## config.mk

```make
export PLATFORM = sky130hd
export DESIGN_NAME = mem_access_unit
export DESIGN_NICKNAME = d
export VERILOG_FILES = /design/src/rtl/mem_access_unit_pkg.sv /design/src/rtl/mem_access_unit_load_aligner.sv /design/src/rtl/mem_access_unit.sv
export SDC_FILE = /design/constraint.sdc
export NUM_CORES = 1
export LEC_CHECK = 0
export CAP_MARGIN = 10
export CORE_AREA = 2 2 138 140
export CTS_BUF_LIST = sky130_fd_sc_hd__clkbuf_8
export CTS_CLUSTER_SIZE = 28
export DETAILED_ROUTE_END_ITERATION = 12
export DIE_AREA = 0 0 140 142
export PLACE_DENSITY = 0.71
export SLEW_MARGIN = 15
export SYNTH_ARGS = -nofsm -noshare
export SYNTH_HDL_FRONTEND = slang
export SYNTH_SLANG_ARGS = --single-unit
```

## constraint.sdc

```tcl
create_clock -name clk -period 3.8 [get_ports clk]
set_clock_uncertainty 0.05 [all_clocks]
set_input_delay 0.76 -clock clk [delete_from_list [all_inputs] [get_ports clk]]
set_output_delay 0.76 -clock clk [all_outputs]
set_load 0.05 [all_outputs]
```

## src/rtl/mem_access_unit_pkg.sv

```systemverilog
// rtl/mem_access_unit_pkg.sv - shared widths, opcodes and FSM encoding for the memory access unit
package mem_access_unit_pkg;

  localparam int DATA_W     = 32;
  localparam int REG_ADDR_W = 5;
  localparam int OP_W       = 6;
  localparam int SEL_W      = DATA_W / 8;

  localparam logic [OP_W-1:0] OP_LB  = 6'h20;
  localparam logic [OP_W-1:0] OP_LH  = 6'h21;
  localparam logic [OP_W-1:0] OP_LW  = 6'h23;
  localparam logic [OP_W-1:0] OP_LBU = 6'h24;
  localparam logic [OP_W-1:0] OP_LHU = 6'h25;
  localparam logic [OP_W-1:0] OP_SB  = 6'h28;
  localparam logic [OP_W-1:0] OP_SH  = 6'h29;
  localparam logic [OP_W-1:0] OP_SW  = 6'h2B;

  typedef enum logic [1:0] {
    ST_IDLE = 2'd0,
    ST_BUSY = 2'd1,
    ST_DONE = 2'd2
  } mau_state_e;

  // Byte ops never fault; unknown opcodes are treated as byte-safe.
  function automatic logic is_misaligned(input logic [OP_W-1:0] op, input logic [1:0] addr_lo);
    case (op)
      OP_LH, OP_LHU, OP_SH: return addr_lo[0];
      OP_LW, OP_SW:         return |addr_lo;
      default:              return 1'b0;
    endcase
  endfunction

endpackage

```

## src/rtl/mem_access_unit_load_aligner.sv

```systemverilog
// rtl/mem_access_unit_load_aligner.sv - picks and extends the addressed byte/halfword of a load word
module load_aligner
  import mem_access_unit_pkg::*;
(
  input  logic [OP_W-1:0]   inst_op,
  input  logic [1:0]        addr_lo,
  input  logic [DATA_W-1:0] rdata,
  output logic [DATA_W-1:0] value
);

  logic [7:0]  byte_sel;
  logic [15:0] half_sel;

  always_comb begin
    case (addr_lo)
      2'd0:    byte_sel = rdata[7:0];
      2'd1:    byte_sel = rdata[15:8];
      2'd2:    byte_sel = rdata[23:16];
      default: byte_sel = rdata[31:24];
    endcase
    half_sel = addr_lo[1] ? rdata[31:16] : rdata[15:0];

    case (inst_op)
      OP_LB:   value = {{24{byte_sel[7]}}, byte_sel};
      OP_LBU:  value = {24'h000000, byte_sel};
      OP_LH:   value = {{16{half_sel[15]}}, half_sel};
      OP_LHU:  value = {16'h0000, half_sel};
      default: value = rdata;
    endcase
  end

endmodule

```

## src/rtl/mem_access_unit.sv

```systemverilog
// rtl/mem_access_unit.sv - MEM stage: drives a req/ack data bus, stalls the front end, aligns loads
module mem_access_unit
  import mem_access_unit_pkg::*;
#(
  parameter int ACK_TIMEOUT = 64
) (
  input  logic                  clk,
  input  logic                  rst,
  input  logic                  ram_en_in,
  input  logic                  ram_write_en_in,
  input  logic [OP_W-1:0]       inst_op_in,
  input  logic [DATA_W-1:0]     result_in,
  input  logic [DATA_W-1:0]     reg_data_2_in,
  input  logic                  write_reg_en_in,
  input  logic [REG_ADDR_W-1:0] write_reg_addr_in,
  input  logic                  write_hilo_en_in,
  input  logic [DATA_W-1:0]     write_hi_data_in,
  input  logic [DATA_W-1:0]     write_lo_data_in,
  output logic                  ram_req,
  output logic                  ram_we,
  output logic [SEL_W-1:0]      ram_sel,
  output logic [DATA_W-1:0]     ram_addr,
  output logic [DATA_W-1:0]     ram_wdata,
  input  logic [DATA_W-1:0]     ram_rdata,
  input  logic                  ram_ack,
  output logic                  mem_stall_request,
  output logic                  write_reg_en_out,
  output logic [REG_ADDR_W-1:0] write_reg_addr_out,
  output logic [DATA_W-1:0]     write_reg_data_out,
  output logic                  write_hilo_en_out,
  output logic [DATA_W-1:0]     write_hi_data_out,
  output logic [DATA_W-1:0]     write_lo_data_out,
  output logic                  addr_error,
  output logic                  bus_error
);

  mau_state_e        state_q, state_d;
  logic [7:0]        wait_cnt_q, wait_cnt_d;
  logic [DATA_W-1:0] rdata_q, rdata_d;
  logic              bus_err_q, bus_err_d;
  logic              ram_we_q, ram_we_d;
  logic [SEL_W-1:0]  ram_sel_q, ram_sel_d;
  logic [DATA_W-1:0] ram_addr_q, ram_addr_d;
  logic [DATA_W-1:0] ram_wdata_q, ram_wdata_d;

  logic              misaligned, mem_go, timeout;
  logic [SEL_W-1:0]  sel_new;
  logic [DATA_W-1:0] wdata_new, load_value;
  logic              wb_en;
  logic [DATA_W-1:0] wb_data;

  load_aligner u_load_aligner (
    .inst_op (inst_op_in),
    .addr_lo (result_in[1:0]),
    .rdata   (rdata_q),
    .value   (load_value)
  );

  assign misaligned = ram_en_in && is_misaligned(inst_op_in, result_in[1:0]);
  assign mem_go     = ram_en_in && !misaligned;
  assign timeout    = (wait_cnt_q == 8'(ACK_TIMEOUT - 1));

  // Stores replicate the datum across lanes so the byte enables alone pick the target bytes.
  always_comb begin
    sel_new   = 4'b1111;
    wdata_new = reg_data_2_in;
    if (ram_write_en_in) begin
      case (inst_op_in)
        OP_SB: begin
          sel_new   = 4'b0001 << result_in[1:0];
          wdata_new = {4{reg_data_2_in[7:0]}};
        end
        OP_SH: begin
          sel_new   = 4'b0011 << result_in[1:0];
          wdata_new = {2{reg_data_2_in[15:0]}};
        end
        default: ;
      endcase
    end
  end

  always_comb begin
    state_d           = state_q;
    wait_cnt_d        = wait_cnt_q;
    rdata_d           = rdata_q;
    bus_err_d         = 1'b0;
    ram_we_d          = ram_we_q;
    ram_sel_d         = ram_sel_q;
    ram_addr_d        = ram_addr_q;
    ram_wdata_d       = ram_wdata_q;
    ram_req           = 1'b0;
    mem_stall_request = 1'b0;
    addr_error        = 1'b0;

    case (state_q)
      ST_IDLE: begin
        mem_stall_request = mem_go;
        addr_error        = misaligned;
        if (mem_go) begin
          state_d     = ST_BUSY;
          wait_cnt_d  = 8'd0;
          ram_we_d    = ram_write_en_in;
          ram_sel_d   = sel_new;
          ram_addr_d  = {result_in[DATA_W-1:2], 2'b00};
          ram_wdata_d = wdata_new;
        end
      end
      ST_BUSY: begin
        ram_req           = 1'b1;
        mem_stall_request = 1'b1;
        // An ack landing on the last allowed cycle still counts as a completion.
        if (ram_ack) begin
          rdata_d = ram_rdata;
          state_d = ST_DONE;
        end else if (timeout) begin
          rdata_d   = '0;
          bus_err_d = 1'b1;
          state_d   = ST_DONE;
        end else begin
          wait_cnt_d = wait_cnt_q + 8'd1;
        end
      end
      ST_DONE: state_d = ST_IDLE;
      default: state_d = ST_IDLE;
    endcase

    if (!rst) begin
      mem_stall_request = 1'b0;
      addr_error        = 1'b0;
    end
  end

  always_ff @(posedge clk or negedge rst) begin
    if (!rst) begin
      state_q     <= ST_IDLE;
      wait_cnt_q  <= 8'd0;
      rdata_q     <= '0;
      bus_err_q   <= 1'b0;
      ram_we_q    <= 1'b0;
      ram_sel_q   <= '0;
      ram_addr_q  <= '0;
      ram_wdata_q <= '0;
    end else begin
      state_q     <= state_d;
      wait_cnt_q  <= wait_cnt_d;
      rdata_q     <= rdata_d;
      bus_err_q   <= bus_err_d;
      ram_we_q    <= ram_we_d;
      ram_sel_q   <= ram_sel_d;
      ram_addr_q  <= ram_addr_d;
      ram_wdata_q <= ram_wdata_d;
    end
  end

  // While stalled the stage presents a bubble so WB never commits a half-finished load.
  always_comb begin
    wb_en   = write_reg_en_in;
    wb_data = result_in;
    if (ram_en_in) begin
      if (ram_write_en_in || misaligned || mem_stall_request || (state_q == ST_DONE && bus_err_q))
        wb_en = 1'b0;
      if (!ram_write_en_in && state_q == ST_DONE)
        wb_data = load_value;
    end
  end

  assign ram_we             = ram_we_q;
  assign ram_sel            = ram_sel_q;
  assign ram_addr           = ram_addr_q;
  assign ram_wdata          = ram_wdata_q;
  assign bus_error          = bus_err_q;
  assign write_reg_en_out   = rst && wb_en;
  assign write_reg_addr_out = rst ? write_reg_addr_in : '0;
  assign write_reg_data_out = rst ? wb_data : '0;
  assign write_hilo_en_out  = rst && write_hilo_en_in;
  assign write_hi_data_out  = rst ? write_hi_data_in : '0;
  assign write_lo_data_out  = rst ? write_lo_data_in : '0;

endmodule

```

==> impl_results.md, run 1 <==
* Outcome: finished with violations
* Failing checks: DRC
* Die Ht at ~140 um
* WL/cell at ~19 um
* Max stage delay on crit path at 820 ps
* Post-CTS sizing at 1
* Initial Utilization at approximately 33%
* Worst Path Max Fanout at 4
* Final Cycle Share at about 97%
* Comb power frac at approximately 55%
* Slew Viols, Final at 0
* Rows at 50
* Pleak at between 4 and 5 nW
* Final instance area at 10290 um^2
* Area share of the largest cell type after synthesis at around 45%
* Overall routing resource usage at a little over a fifth
* Internal power at 3.322 mW
* Port Buffers at 351
* Clock Power Share at about an eighth
* Routability-driven placement congestion ratio at between 0.8 and 0.9
* Library cells used by synthesis at 52
* Busiest grt layer: met2
* TritonCTS Buffers at 9
* Global Route met3 Usage at under 10%
* Met1 usage at between 20% and 30%
* TritonCTS clock tree: yes
* Chip Width at roughly 140 um
* DRT Pass-1 Iters at 10
* Buf+Inv Stages, Crit Path at 2
* Die area at just under 20000 um^2
* Ys async rst share at 100.0%
* CTS clk-pin slew, worst paths at ~120 ps
* Synth warnings at 0
* Min Tclk post-route at around 3700 ps
* Worst Setup Path Type: input port to output pin
* Grt ovf at 0
* Hold crit path type: input port to asynchronous set/reset pin
* EDFF count, synth at 0
* Layout area overhead at 67.53%
* H-tree depth at 3
* Clk root buf: clkbuf_8
* Synth Area per Inst at ~11 um^2
* Post-Syn Instances at about 550
* Antenna violations before repair at 0
* Vias in the first global route at 5620
* Net count, final at roughly 1100
* Cell area after synthesis at roughly 6000 um^2
* Slew HR at 60.22%
* Setup bufs post-CTS at 0
* ANT cells at 0
* Via/cell ratio at 5.028
* RSZ-0062 raised after global routing: no
* Layout cells sized above 1 at approximately 30%
* Max Freq at 0.2712 GHz
* Worst path arrival time at ~2900 ps
* CP Launch Type: input port
* Hold Buf Count CTS at 0
* DPL Wire Length at roughly 17 mm
* Slew @ Worst Pin at 596.6 ps
* Sw Ratio at approximately 45%
* # setup viols final at 0
* Largest net degree at the start of global routing at 63
* Worst skew pair latency at roughly 380 ps
* Clock buffer depth at 2
* CP endpoint kind: output pin
* Core Region at between 15000 and 20000 um^2
* Slowest cell on crit path: or4b_2
* Clk sinks at 110
* Fin. Hold Viols at 0
* Worst Path Required at around 3000 ps
* Synth Register Bits at 110
* Count of routing violations after the opening detailed-route iteration at between 300 and 400
* Post-DP Area at 10080 um^2
* Dominant cell type by area after synthesis: dfrtp_1
* Ranking of synthesized cells by area: dfrtp_1 (45%), mux2_2 (16%), and2_1 (7.2%)
* PwrDens at approximately 590 nW/um^2
* Vias post-DR at between 5000 and 6000
* Peak VDD IR at approximately 0.42 mV
* Seq/Total Area, Yosys at 44.82%
* Predominant post-synthesis flop cell: dfrtp_1
* Critical-path cell list: clkdlybuf4s50_1 > or4b_2 > or3_1 > a21oi_1 > buf_12
* Global-route wire length before repair at between 30 and 40 mm
* Crit path max-delay family: simple AND/OR/NAND/NOR gates
* Routed Antenna Nets at 0
* Layout Cells excl Fill at around 1100
* MaxCap Viol Count at 0
* # DRC at 25
* Placed instance count at between 1000 and 1500
* GR Layer Usage met2 at a little under two fifths
* Final Routed Wirelength at roughly 22 mm
* Sw power at approximately 2.8 mW
* Setup TNS Final at 0 ps
* IO Count at approximately 350
* Reg power frac at about a third
-- cells in the final DEF (no fill, tap or decap), types with 4 or more instances in the layout --
cell / n
o221ai_1: 8
buf_4: 105
nand2_1: 21
nor2b_1: 11
a22o_1: 33
mux2i_1: 10
o21ai_0: 14
mux2_2: 86
clkbuf_8: 9
dfrtp_1: 110
and3_1: 4
clkdlybuf4s50_1: 245
a21oi_1: 11
nand2b_1: 10
inv_1: 5
buf_12: 29
and2_1: 71
nor2_1: 12
mux2_4: 16
a221o_1: 16
mux2_1: 6
nor3_1: 17
-- power by group through the flow --
stage	combinational [mW]	sequential (mW)	clock (mW)
3_3_place_gp	3.31	2.01	0
3_5_place_dp	3.34	2.01	0
6_report	3.32	2.00	0.763
2_1_floorplan	1.09	2.96	0
4_1_cts	3.34	1.99	0.786
5_1_grt	3.47	2.06	0.835
-- worst register-to-register path, stage by stage, from the launching register on --
cell and delay [ps]:
dfrtp_1 430, ha_1 200, nand4bb_1 240, o21ai_0 220, nand2_1 370, buf_4 380, a22o_1 210
-- layer usage --
layer	up-vias	wire length (um)
met5	-	0
met2	251	10860
met1	2736	8948
met4	0	551
met3	33	1666
li1	2667	-
-- sequential cells by signal, summed over array words and instances (netlist names) --
name        count
ram_wdata      32
rdata_q        32
ram_addr       30
wait_cnt_q      8
ram_sel         4
state_q         2
bus_error       1
ram_we          1
-- worst paths after layout --
| kind | startpoint | to | slack, ps | depth (start not counted) |
|---|---|---|---|---|
| max | inst_op_in[4] | write_reg_data_out[7] | 110 | 5 |
| max reg2reg | wait_cnt_q[0]$_DFFE_PN0P_ | rdata_q[21]$_DFFE_PN0P_ | 1610 | 6 |
| min in group clk | wait_cnt_q[7]$_DFFE_PN0P_ | bus_error$_DFF_PN0_ | 440 | 1 |
| min | rst | ram_addr[28]$_DFFE_PN0P_ | 230 | 1 |
| min reg2reg | wait_cnt_q[7]$_DFFE_PN0P_ | bus_error$_DFF_PN0_ | 440 | 1 |
| max in group asynchronous | rst | ram_addr[29]$_DFFE_PN0P_ | 2120 | 3 |
-- cell type report --
| cell class | instances | area (um^2) |
|---|---|---|
| clock inverters | 7 | 80.08 |
| multi-input cells | 387 | 3193 |
| inverters | 4 | 15.01 |
| well taps | 234 | 292.8 |
| clock buffers | 9 | 123.9 |
| repair buffers | 380 | 3832 |
| flip-flops and latches | 110 | 2753 |
| fillers | 1602 | 8165 |
-- cell usage after synthesis (4+ instances only) --
library cell    n
mux2_2         86
nor3_1         17
nand2b_1       10
nor2b_1        11
buf_2          10
nor2_1         12
mux2i_1        10
clkbuf_1       29
inv_1           4
nand2_1        22
a21oi_1        11
a22o_1         33
dfrtp_1       110
o21ai_0        14
mux2_1          6
a221o_1        16
and3_1          4
and2_1         71
o221ai_1        8
mux2_4         16
-- stage by stage --
| stage | worst slack [ps] | hold slack [ps] | power (mW) | utilization, % |
|---|---|---|---|---|
| 2_1_floorplan | 276.5 | 406.1 | 4.050 | - |
| 3_5_place_dp | 3.051 | 431.6 | 5.348 | 54.60 |
| 4_1_cts | 49.13 | 220.4 | 6.123 | 55.74 |
| 5_1_grt | 43.31 | 235.0 | 6.365 | 55.76 |
| 3_3_place_gp | 28.62 | 423.9 | 5.320 | 54.60 |
| 6_report | 112.0 | 233.6 | 6.080 | 55.76 |
-- cell families (layout without fill, tap and decap cells) --
family,Yosys count,in the layout,share of synthesized area [%]
fa+ha+maj,1,1,0.2037
xor+xnor,2,2,0.2852
flops,110,110,44.82
other cells,1,2,0.06105
compound gates,95,95,12.16
buf+inv,49,400,3.524
simple gates,169,169,16.54
mux,118,118,22.41
(Power assumes the default switching activity.)
==> inputs of run 2 (changes only) <==
- CTS_CLUSTER_DIAMETER: default -> 50
- SLEW_MARGIN: 15 -> default
==> results of run 2 <==
Same layout as run 1: the final DEF is identical, and so are final timing and power.
